[src/rtl/expr_arb_pkg.sv]
// Shared types and helpers for the expr_arb two-port expression arbiter.
// Evaluation functions here describe stage-1 and stage-2 arithmetic once for the top.
package expr_arb_pkg;

    localparam int Y_W = 30;

    typedef enum logic [1:0] {
        IDLE  = 2'd0,
        RUN   = 2'd1,
        FLUSH = 2'd2
    } state_e;

    typedef struct packed {
        logic [3:0] a0;
        logic [5:0] a1;
        logic [3:0] b0;
        logic [5:0] b1;
    } operand_t;

    typedef struct packed {
        logic [Y_W-1:0] y;
        logic           tag;
    } result_t;

    // Left term: 6-bit inequality between ~a1 and the zero-extended (a1 < a0) flag.
    function automatic logic eval_l(input operand_t op);
        logic lt;
        lt = op.a1 < {2'b00, op.a0};
        return (~op.a1) != {5'b00000, lt};
    endfunction

    // Right term: a shift amount of 4 or more empties b0, so the compare sees 0.
    function automatic logic eval_r(input operand_t op);
        logic [3:0] sh;
        sh = op.b0 >> op.a1;
        return sh <= {3'b000, ^op.a1};
    endfunction

    function automatic logic [Y_W-1:0] make_y(input logic l, input logic r);
        logic [3:0] y0;
        y0 = {3'b000, l != r};
        return {6'b000000, {6{y0}}};
    endfunction

endpackage

[src/rtl/expr_arb_fifo.sv]
// Synchronous result FIFO for expr_arb: DEPTH entries (power of two), count output,
// head word presented combinationally and forced to zero while empty.
module expr_arb_fifo #(
    parameter int  DEPTH = 2,
    parameter int  W     = 31,
    localparam int AW    = $clog2(DEPTH),
    localparam int CW    = AW + 1
) (
    input  logic          clk,
    input  logic          srst,
    input  logic          clr,
    input  logic          push,
    input  logic [W-1:0]  push_data,
    input  logic          pop,
    output logic [W-1:0]  pop_data,
    output logic [CW-1:0] count,
    output logic          not_empty
);

    logic [W-1:0]  mem [DEPTH];
    logic [AW-1:0] wr_ptr_q, wr_ptr_d;
    logic [AW-1:0] rd_ptr_q, rd_ptr_d;
    logic [CW-1:0] count_q, count_d;
    logic          do_push, do_pop;

    always_comb begin
        do_pop   = pop && (count_q != '0);
        // A full FIFO still takes a push when the head leaves in the same cycle.
        do_push  = push && ((count_q != CW'(DEPTH)) || do_pop);
        wr_ptr_d = wr_ptr_q;
        rd_ptr_d = rd_ptr_q;
        count_d  = count_q;
        if (clr) begin
            wr_ptr_d = '0;
            rd_ptr_d = '0;
            count_d  = '0;
        end else begin
            if (do_push) begin
                wr_ptr_d = wr_ptr_q + AW'(1);
            end
            if (do_pop) begin
                rd_ptr_d = rd_ptr_q + AW'(1);
            end
            count_d = count_q + CW'(do_push) - CW'(do_pop);
        end
    end

    always_ff @(posedge clk) begin
        if (srst) begin
            wr_ptr_q <= '0;
            rd_ptr_q <= '0;
            count_q  <= '0;
        end else begin
            wr_ptr_q <= wr_ptr_d;
            rd_ptr_q <= rd_ptr_d;
            count_q  <= count_d;
        end
    end

    always_ff @(posedge clk) begin
        if (do_push && !clr) begin
            mem[wr_ptr_q] <= push_data;
        end
    end

    assign not_empty = (count_q != '0);
    assign count     = count_q;
    assign pop_data  = not_empty ? mem[rd_ptr_q] : '0;

endmodule

[src/rtl/expr_arb.sv]
// Two-port round-robin arbiter sharing one two-stage expression evaluator, with result FIFO.
// Define EXPR_ARB_STATS_EN to add saturating per-port grant counters gnt_cnt0/gnt_cnt1.
module expr_arb
    import expr_arb_pkg::*;
#(
    parameter int OUT_DEPTH = 2,
    parameter int CNT_W     = 16
) (
    input  logic             clk,
    input  logic             reset,
    input  logic             flush,
    input  logic [1:0]       rq_valid,
    output logic [1:0]       rq_ready,
    input  logic [1:0][3:0]  rq_a0,
    input  logic [1:0][5:0]  rq_a1,
    input  logic [1:0][3:0]  rq_b0,
    input  logic [1:0][5:0]  rq_b1,
    output logic             out_valid,
    input  logic             out_ready,
    output logic [Y_W-1:0]   out_y,
`ifdef EXPR_ARB_STATS_EN
    output logic             out_tag,
    output logic [CNT_W-1:0] gnt_cnt0,
    output logic [CNT_W-1:0] gnt_cnt1
`else
    output logic             out_tag
`endif
);

    localparam int CW  = $clog2(OUT_DEPTH) + 1;
    localparam int CW1 = CW + 1;

    localparam logic [1:0] ST_IDLE  = IDLE;
    localparam logic [1:0] ST_RUN   = RUN;
    localparam logic [1:0] ST_FLUSH = FLUSH;

    logic [1:0]    state_q, state_d;
    logic          ptr_q, ptr_d;
    logic          s1_valid_q, s1_valid_d;
    logic          s1_l_q, s1_l_d;
    logic          s1_r_q, s1_r_d;
    logic          s1_tag_q, s1_tag_d;

    operand_t      op [2];
    operand_t      sel_op;
    logic [1:0]    hs;
    logic          accept;
    logic          acc_port;
    logic          pop;
    logic          push;
    logic          space;
    logic          can_accept;
    logic          fifo_busy_next;
    logic [CW:0]   inflight;
    logic [CW-1:0] fifo_count;
    logic          fifo_not_empty;
    result_t       s2_res;
    result_t       fifo_out;
    logic          unused_b1;

    for (genvar gi = 0; gi < 2; gi++) begin : g_port
        assign op[gi] = {rq_a0[gi], rq_a1[gi], rq_b0[gi], rq_b1[gi]};
        // The pointer port always sees ready; the other port only while the pointer port is idle.
        assign rq_ready[gi] = can_accept && ((ptr_q == 1'(gi)) || !rq_valid[1-gi]);
    end

    assign pop        = fifo_not_empty && out_ready;
    assign inflight   = {1'b0, fifo_count} + {{CW{1'b0}}, s1_valid_q};
    assign space      = inflight < CW1'(OUT_DEPTH);
    assign can_accept = !reset && !flush && (state_q != ST_FLUSH) && (space || pop);

    assign hs        = rq_valid & rq_ready;
    assign accept    = |hs;
    assign acc_port  = hs[1];
    assign sel_op    = op[acc_port];
    assign unused_b1 = ^sel_op.b1;

    // Stage 1 always drains into the FIFO: the acceptance rule keeps stage 1 plus FIFO within OUT_DEPTH.
    assign push           = s1_valid_q && !flush;
    assign fifo_busy_next = s1_valid_q || (fifo_count > CW'(pop));

    always_comb begin
        state_d    = state_q;
        ptr_d      = ptr_q;
        s1_valid_d = accept;
        s1_l_d     = s1_l_q;
        s1_r_d     = s1_r_q;
        s1_tag_d   = s1_tag_q;
        if (accept) begin
            s1_l_d   = eval_l(sel_op);
            s1_r_d   = eval_r(sel_op);
            s1_tag_d = acc_port;
            ptr_d    = ~acc_port;
        end
        if (flush) begin
            s1_valid_d = 1'b0;
            state_d    = ST_FLUSH;
        end else if (state_q == ST_FLUSH) begin
            state_d = ST_IDLE;
        end else begin
            state_d = (accept || fifo_busy_next) ? ST_RUN : ST_IDLE;
        end
    end

    always_ff @(posedge clk) begin
        if (reset) begin
            state_q    <= ST_IDLE;
            ptr_q      <= 1'b0;
            s1_valid_q <= 1'b0;
            s1_l_q     <= 1'b0;
            s1_r_q     <= 1'b0;
            s1_tag_q   <= 1'b0;
        end else begin
            state_q    <= state_d;
            ptr_q      <= ptr_d;
            s1_valid_q <= s1_valid_d;
            s1_l_q     <= s1_l_d;
            s1_r_q     <= s1_r_d;
            s1_tag_q   <= s1_tag_d;
        end
    end

    assign s2_res = '{y: make_y(s1_l_q, s1_r_q), tag: s1_tag_q};

    expr_arb_fifo #(
        .DEPTH (OUT_DEPTH),
        .W     ($bits(result_t))
    ) u_fifo (
        .clk       (clk),
        .srst      (reset),
        .clr       (flush),
        .push      (push),
        .push_data (s2_res),
        .pop       (pop),
        .pop_data  (fifo_out),
        .count     (fifo_count),
        .not_empty (fifo_not_empty)
    );

    assign out_valid = fifo_not_empty;
    assign out_y     = fifo_out.y;
    assign out_tag   = fifo_out.tag;

`ifdef EXPR_ARB_STATS_EN
    logic [CNT_W-1:0] gnt_cnt_q [2];
    logic [CNT_W-1:0] gnt_cnt_d [2];

    // Flush deliberately leaves these alone; only reset clears them.
    always_comb begin
        for (int i = 0; i < 2; i++) begin
            gnt_cnt_d[i] = gnt_cnt_q[i];
            if (hs[i] && !(&gnt_cnt_q[i])) begin
                gnt_cnt_d[i] = gnt_cnt_q[i] + CNT_W'(1);
            end
        end
    end

    always_ff @(posedge clk) begin
        for (int i = 0; i < 2; i++) begin
            if (reset) begin
                gnt_cnt_q[i] <= '0;
            end else begin
                gnt_cnt_q[i] <= gnt_cnt_d[i];
            end
        end
    end

    assign gnt_cnt0 = gnt_cnt_q[0];
    assign gnt_cnt1 = gnt_cnt_q[1];
`else
    localparam int unused_cnt_w = CNT_W;
`endif

endmodule

[config.mk]
export PLATFORM = sky130hd
export DESIGN_NAME = expr_arb
export DESIGN_NICKNAME = d
export VERILOG_FILES = /design/src/rtl/expr_arb_pkg.sv /design/src/rtl/expr_arb_fifo.sv /design/src/rtl/expr_arb.sv
export SDC_FILE = /design/constraint.sdc
export NUM_CORES = 1
export LEC_CHECK = 0
export CAP_MARGIN = 30
export CORE_MARGIN = 5
export CORE_UTILIZATION = 30
export CTS_BUF_LIST = sky130_fd_sc_hd__clkbuf_16
export CTS_CLUSTER_DIAMETER = 120
export CTS_CLUSTER_SIZE = 25
export DETAILED_ROUTE_END_ITERATION = 8
export HOLD_SLACK_MARGIN = 0.15
export PLACE_DENSITY_LB_ADDON = 0.05
export REMOVE_ABC_BUFFERS = 1
export SYNTH_ARGS = -nofsm -noshare
export SYNTH_HDL_FRONTEND = slang
export SYNTH_SLANG_ARGS = --single-unit
[constraint.sdc]
create_clock -name clk -period 4.21 [get_ports clk]
set_input_delay 0.421 -clock clk [delete_from_list [all_inputs] [get_ports clk]]
set_output_delay 0.421 -clock clk [all_outputs]
set_load 0.02 [all_outputs]
==> out/metrics.csv, run 1 <==
metric;value;unit
status;complete, no violations;
row_count;25;
p_sw;0.000130;W
cp_slowest_cell;clkdlybuf4s50_1;
synth_cell_type_count;35;
vias;1143;
grt_pass1_vias;1136;
core_area;4660;um2
htree_levels;1;
slowest_delay;0.55;ns
max_slew_margin;0.635;
synthMuxAreaShare;0.102;
cp_top_family;compound AO/OA/AOI/OAI gates;
cts_setup_buffers;0;
p_per_area;261;nW/um2
overflow;0;
synth-main-ff-cell;dfxtp_1;
whs;0.469;ns
fin_ws;0.918;ns
critPathLaunch;flush;
drc_errors;0;
dpl.hpwl;2550;um
r2r_start;u_fifo.count[0];
path_cells;clkdlybuf4s50_1, nor2_2, o221ai_4, nor2_4, mux2_4, ha_1, a21oi_1, o21ai_0, a21oi_1, xnor2_1, mux2i_1, a311oi_1;
hold_violations;0;
swShare;0.268;
synth.cell_area;1430;um2
gp_congestion;0.744;
maxCapViolCount;0;
insertion_delay;0.24;ns
min_from;s1_tag_q;
fin_crit;3.29;ns
whs_path_depth;0;
wl_per_cell;11.3;um
combPwrFrac;0.281;
crit_path_max_fanout;17;
topRoutingLayerUsed;met4;
whs_endpoint;u_fifo.mem[0][0];
die_x;79.0;um
numPortBuffers;43;
drt_pass1_iterations;4;
internal-power;0.000355;W
instances_no_fill;259;
crit_type;in2reg;
tightestPinTransition;0.546;ns
start_util;0.306;
async_reset_ff_frac;0;
r2r_cells;11;
routed-wl-met2;1420;um
synth_top_family_by_area;buffers and inverters;
areaGrowthSynthToFinish;30.4;%
cp_data_arrival_time;3.45;ns
most-common-layout-cells;clkdlybuf4s50_1, conb_1, nor2_1;
hold_class;reg2reg;
n_antenna_cell;0;
ios;80;
wl_met1;1280;um
cts.path.max_buffers;2;
synth_compound_area_frac;0.148;
postCtsHoldBufs;0;
fin_crit_sh;0.782;
drt-vias-per-instance;4.41;
grt_max_degree;18;
timing.rr.end;s1_l_q;
grtUsageTotal;0.0943;
dp.cells;255;
rsz0062_at_grt;no;
cts-resized-gates;0;
synthXorXnorAreaFrac;0.0737;
die_height;79.0;um
pre_cts_slack;0.580;ns
slew_viol_final;0;
clock-sinks;16;
crit_buf_inv;1;
num-fill-cells;470;
layout-drive-gt1-share;0.0585;
seqPwrFrac;0.347;
leakage;0.745;nW
drt_first_iter_violations;17;
r2r_slack;1.33;ns
max_freq;304;MHz
synth_cells;167;
worstPathRequired;4.36;ns
numCtsBuffers;3;
cts-root-buf;clkbuf_16;
ys_seq_elements;16;
synthAdderAreaFrac;0.0702;
routed-wl-met3;188;um
start_kind;primary input;
ys_warn_count;0;
antenna_found_initial;0;
postSynthAreaPerCell;8.54;um2
layout_commonest_cell;clkdlybuf4s50_1;
yosysSeqAreaShare;0.253;
finalNetCount;260;
synth_edf_count;4;
crit_top_cell;a21oi_1;
grt_pass1_wl;4820;um
peakVddDrop;0.122;mV
fp.dieArea;6230;um2
drt_wl_total;2920;um
tritoncts;yes;
pwr-share-clk;0.372;
synth-simple-area-share;0.153;
ant_nets;0;
fin_setup_tns;0;ns
end_kind;register;
clock_skew;0.00104;ns
cts.clk_slew.worst_paths;0.05;ns
setup_violations;0;
## power groups by stage
| stage | logic, W | registers, W | clock network, W |
|---|---|---|---|
| final | 0.000136 | 0.000169 | 0.000180 |
| after detailed placement | 0.000137 | 0.000171 | 0 |
| after global placement | 0.000136 | 0.000171 | 0 |
| after floorplan | 0.0000811 | 0.000170 | 0 |
| after global routing | 0.000152 | 0.000169 | 0.000193 |
| after CTS | 0.000137 | 0.000168 | 0.000187 |
## layer usage
| layer | GRT usage | vias up |
|---|---|---|
| met2 | 0.170 | 46 |
| met5 | 0 | - |
| met4 | 0.0412 | 0 |
| li1 | - | 593 |
| met1 | 0.111 | 502 |
| met3 | 0.0125 | 2 |
## flip-flops by register name (all words and copies together), names as in the netlist, named ones only
signal           count
s1_r_q               1
u_fifo.rd_ptr_q      1
s1_valid_q           1
u_fifo.count         2
s1_tag_q             1
u_fifo.mem           4
ptr_q                1
state_q              2
s1_l_q               1
u_fifo.wr_ptr_q      1
## Yosys cell counts (4+ instances only)
library cell / number / area share
dfxtp_1: 12 / 0.17
nor2b_1: 7 / 0.031
buf_4: 30 / 0.16
xnor2_1: 10 / 0.061
o21ai_0: 6 / 0.021
edfxtp_1: 4 / 0.084
mux2i_1: 13 / 0.091
a211oi_1: 4 / 0.021
a21oi_1: 9 / 0.032
inv_1: 12 / 0.032
nand2_1: 5 / 0.013
ha_1: 8 / 0.070
nor2_1: 15 / 0.039
nor3_1: 5 / 0.018
## cell type report
type                            instances  area [um2]  area share
Tap cell                               54        67.6      0.0363
Inverter                               12        45.0      0.0242
Multi-Input combinational cell        129         870       0.468
Timing Repair Buffer                   44         438       0.236
Sequential cell                        16         360       0.194
Clock inverter                          1        3.75     0.00202
Clock buffer                            3        75.1      0.0404
## cells by family (layout without fill, tap and decap cells)
| group | Yosys count | in the layout |
|---|---|---|
| AOI/OAI and AO/OA | 29 | 29 |
| other | 1 | 24 |
| adders and majority gates | 8 | 8 |
| and+or+nand+nor | 42 | 42 |
| muxes | 14 | 14 |
| buffers and inverters | 45 | 60 |
| xor gates and xnor gates | 12 | 12 |
| DFF | 16 | 16 |
## through the flow
| stage | util | power, W | area, um2 |
|---|---|---|---|
| 2_1_floorplan | - | 0.000251 | 1270 |
| 3_3_place_gp | 0.382 | 0.000307 | 1780 |
| 3_5_place_dp | 0.382 | 0.000309 | 1780 |
| 4_1_cts | 0.399 | 0.000493 | 1860 |
| 5_1_grt | 0.399 | 0.000513 | 1860 |
| 6_report | 0.399 | 0.000485 | 1860 |
## worst max-delay path by stage
| stage | cells after the start | end | slack (ns) |
|---|---|---|---|
| 2_1_floorplan | 11 | s1_l_q | 1.59 |
| 3_3_place_gp | 12 | s1_l_q | 0.64 |
| 6_report | 12 | s1_l_q | 0.92 |
| 4_1_cts | 12 | s1_l_q | 0.84 |
| 3_5_place_dp | 12 | s1_l_q | 0.58 |
| 5_1_grt | 12 | s1_l_q | 0.64 |
No activity file was read; power rests on OpenSTA's default activity.
==> run 2: changes to the inputs <==
==> constraint.sdc (replaced) <==
create_clock -name clk -period 3.45 [get_ports clk]
set_input_delay 0.345 -clock clk [delete_from_list [all_inputs] [get_ports clk]]
set_output_delay 0.345 -clock clk [all_outputs]
set_load 0.02 [all_outputs]
==> out/metrics.csv, run 2 (same netlist as run 1, synthesis figures left out) <==
metric;value;unit
start_kind;primary input;
start_util;0.306;
core_area;4660;um2
overflow;0;
cts-root-buf;clkbuf_16;
hold_violations;0;
path_cells;clkdlybuf4s50_1, nor2_2, o221ai_4, nor2_4, buf_4, mux2i_1, ha_1, a21oi_1, o21ai_0, a21oi_1, xnor2_1, mux2i_1, a311oi_1;
layout-drive-gt1-share;0.0810;
slowest_delay;0.43;ns
fin_setup_tns;0;ns
ios;80;
row_count;25;
fin_ws;0.704;ns
clock_skew;0.00215;ns
cts.clk_slew.worst_paths;0.05;ns
n_antenna_cell;0;
die_x;79.0;um
worstPathRequired;3.61;ns
peakVddDrop;0.135;mV
clock-sinks;16;
crit_type;in2reg;
cp_slowest_cell;clkdlybuf4s50_1;
grt_max_degree;10;
finalNetCount;265;
leakage;0.771;nW
tightestPinTransition;0.528;ns
drc_errors;0;
dp.cells;260;
vias;1159;
ant_nets;0;
cts_setup_buffers;0;
drt-vias-per-instance;4.39;
max_slew_margin;0.647;
max_freq;364;MHz
pre_cts_slack;0.409;ns
crit_path_max_fanout;6;
grt_pass1_vias;1194;
grt_pass1_wl;4950;um
multi_input_area;870;um2
fin_crit_sh;0.796;
postCtsHoldBufs;0;
status;complete, no violations;
design_area;1900;um2
grtUsageTotal;0.0996;
drt_pass1_iterations;4;
insertion_delay;0.25;ns
top_register;u_fifo.mem;
tritoncts;yes;
cp_data_arrival_time;2.91;ns
fin_crit;2.75;ns
areaGrowthSynthToFinish;33.0;%
rsz0062_at_grt;no;
largest_reg_flops;4;
gp_congestion;0.724;
p_per_area;317;nW/um2
drt_wl_total;2930;um
cts.path.max_buffers;2;
maxCapViolCount;0;
hold_class;reg2reg;
seq_area;360;um2
cts-resized-gates;0;
layout_commonest_cell;clkdlybuf4s50_1;
die_height;79.0;um
most-common-layout-cells;clkdlybuf4s50_1, conb_1, nor2_1;
utilization;0.407;
fp.dieArea;6230;um2
setup_violations;0;
instances_no_fill;264;
numPortBuffers;43;
antenna_found_initial;0;
drt_first_iter_violations;32;
wl_per_cell;11.1;um
htree_levels;1;
end_kind;register;
dpl-instance-area;1820;um2
dpl.hpwl;2590;um
num-fill-cells;477;
slew_viol_final;0;
numCtsBuffers;3;
run 2: worst max-delay path: cells and delay by family:
kind	cells	cell delay (ns)
buffers and inverters	2	0.63
multiplexers	2	0.33
AND/OR/NAND/NOR	2	0.39
XOR/XNOR	1	0.14
AO/OA/AOI/OAI	5	0.80
adder cells (fa/ha/maj)	1	0.27
run 2: power by group:
part	internal (W)	switching [W]
Sequential	0.000201	0.00000483
Clock	0.000154	0.0000729
Combinational	0.0000820	0.0000878
run 2: worst paths after layout:
check                  start                to  slack (ns)  depth (start not counted)
min reg2reg         s1_tag_q  u_fifo.mem[1][0]        0.50                          0
min                 s1_tag_q  u_fifo.mem[1][0]        0.50                          0
max                    flush            s1_l_q        0.70                         13
max reg2reg  u_fifo.count[0]            s1_l_q        0.86                         12
run 2: metal layers:
| layer | track usage | wire, um |
|---|---|---|
| met1 | 0.119 | 1270 |
| met2 | 0.169 | 1390 |
| met3 | 0.0159 | 204 |
| met4 | 0.0567 | 70 |
| met5 | 0 | 0 |
run 2: metrics by stage:
stage | hold slack, ns | power (W)
after floorplan | 0.417 | 0.000307
after global routing | 0.514 | 0.000637
after global placement | 0.480 | 0.000379
after detailed placement | 0.486 | 0.000380
final | 0.497 | 0.000602
after CTS | 0.496 | 0.000609
run 2: cell type report:
class,instances,share of cell area
Timing Repair Buffer,49,0.251
Sequential cell,16,0.190
Tap cell,54,0.0356
Clock buffer,3,0.0396
Inverter,12,0.0237
Multi-Input combinational cell,129,0.458
Clock inverter,1,0.00198
==> run 3: changes to the inputs <==
==> constraint.sdc (replaced) <==
create_clock -name clk -period 2.2 [get_ports clk]
set_input_delay 0.22 -clock clk [delete_from_list [all_inputs] [get_ports clk]]
set_output_delay 0.22 -clock clk [all_outputs]
set_load 0.02 [all_outputs]
==> out/metrics.csv, run 3 (same netlist as run 1, synthesis figures left out) <==
metric;value;unit
status;finished with violations;
violations;negative setup slack;
grt_max_degree;10;
n_antenna_cell;0;
internal-power;0.000724;W
cp_data_arrival_time;2.52;ns
dpl.hpwl;2850;um
areaGrowthSynthToFinish;54.9;%
die_height;79.0;um
grtUsageTotal;0.111;
design_area;2210;um2
p_per_area;449;nW/um2
cts-root-buf;clkbuf_16;
start_util;0.306;
layout_commonest_cell;clkdlybuf4s50_1;
timing.rr.end;s1_r_q;
peakVddDrop;0.209;mV
crit_path_max_fanout;5;
rsz0062_at_grt;yes;
start_kind;register;
end_kind;register;
maxCapViolCount;0;
hold_violations;0;
r2r_slack;-0.17;ns
drt_first_iter_violations;21;
whs_path_depth;3;
fin_crit_sh;1.08;
worstPathRequired;2.35;ns
p_sw;0.000268;W
fin_crit;2.37;ns
row_count;25;
dpl-instance-area;1980;um2
grt_pass1_wl;5710;um
seqPwrFrac;0.325;
die_x;79.0;um
r2r_cells;11;
hold_class;in2reg;
drt-vias-per-instance;4.43;
swShare;0.270;
whs_endpoint;u_fifo.count[1];
most-common-layout-cells;clkdlybuf4s50_1, buf_4, conb_1;
layout-drive-gt1-share;0.242;
routed-wl-met2;1700;um
top_register;u_fifo.mem;
overflow;0;
setup_violations;2;
wl_per_cell;11.2;um
gp_congestion;0.763;
fp.dieArea;6230;um2
numCtsBuffers;3;
dp.cells;281;
pwr-share-clk;0.350;
ant_nets;0;
max_freq;422;MHz
topRoutingLayerUsed;met4;
antenna_found_initial;0;
clock_skew;0.00185;ns
ios;80;
cts.path.max_buffers;2;
r2r_start;s1_valid_q;
instances_no_fill;294;
core_area;4660;um2
routed-wl-met3;201;um
largest_reg_flops;4;
insertion_delay;0.24;ns
numPortBuffers;43;
min_from;flush;
wl_met1;1360;um
leakage;0.948;nW
tritoncts;yes;
htree_levels;1;
cts.clk_slew.worst_paths;0.05;ns
slew_viol_final;0;
drc_errors;0;
finalNetCount;295;
crit_type;reg2reg;
fin_ws;-0.168;ns
combPwrFrac;0.325;
vias;1303;
drt_pass1_iterations;4;
grt_pass1_vias;1385;
clock-sinks;16;
drt_wl_total;3290;um
-- run 3: cell count changes in the layout (fill, tap and decap cells not counted), moves of 3 or more --
cell	before	now
buf_4	6	33
dlygate4sd2_1	0	4
mux2i_1	13	9
buf_6	0	3
clkdlybuf4s50_1	43	39
-- run 3: metal layers --
layer | vias to the layer above | track usage
li1 | 664 | -
met1 | 591 | 0.124
met2 | 46 | 0.216
met3 | 2 | 0.0113
met4 | 0 | 0.0361
met5 | - | 0
-- run 3: per-stage QoR --
stage	setup WS [ns]	util	setup TNS [ns]	power, W	hold WS [ns]
3_3_place_gp	-0.577	0.424	-1.09	0.000619	0.471
2_1_floorplan	-0.375	-	-0.660	0.000481	0.292
4_1_cts	-0.255	0.474	-0.486	0.00100	0.465
3_5_place_dp	-0.706	0.424	-1.29	0.000623	0.466
6_report	-0.168	0.474	-0.307	0.000992	0.460
5_1_grt	-0.351	0.474	-0.661	0.00106	0.490
-- run 3: what timing repair did --
item	CTS	global route
gates resized for setup	24	0
endpoints found under the setup margin	3	2
cloned	0	0
pin swaps	11	5
hold buffers	0	0
buffers inserted	9	0
-- run 3: worst max path at each step --
stage                    startpoint      to  slack [ns]  depth (start not counted)
finish                   s1_valid_q  s1_r_q       -0.17                         11
global route             s1_valid_q  s1_l_q       -0.35                         13
CTS                      s1_valid_q  s1_l_q       -0.25                         12
detailed placement            flush  s1_l_q       -0.71                         13
global placement              flush  s1_l_q       -0.58                         12
floorplan           u_fifo.count[0]  s1_l_q       -0.38                         11
-- run 3: cell type report --
class,count,area (um2)
Clock buffer,3,75.1
Clock inverter,1,3.75
Fill cell,456,2450
Inverter,12,45.0
Multi-Input combinational cell,129,950
Sequential cell,16,362
Tap cell,54,67.6
Timing Repair Buffer,79,707
-- run 3: worst max-delay path, stage by stage, from the launching register on --
cell and delay (ns):
dfxtp_2 0.33, a21oi_4 0.18, o221ai_4 0.13, nor2_4 0.20, buf_6 0.15, mux2i_2 0.22, ha_1 0.29, xnor2_2 0.15
xnor2_1 0.14, ha_1 0.27, nor2_1 0.04, o41ai_2 0.17
-- run 3: power groups by stage --
stage | logic [W] | registers (W) | clock network [W]
floorplan | 0.000155 | 0.000326 | 0
global placement | 0.000292 | 0.000327 | 0
detailed placement | 0.000296 | 0.000327 | 0
CTS | 0.000325 | 0.000322 | 0.000356
global route | 0.000357 | 0.000323 | 0.000379
finish | 0.000323 | 0.000322 | 0.000347
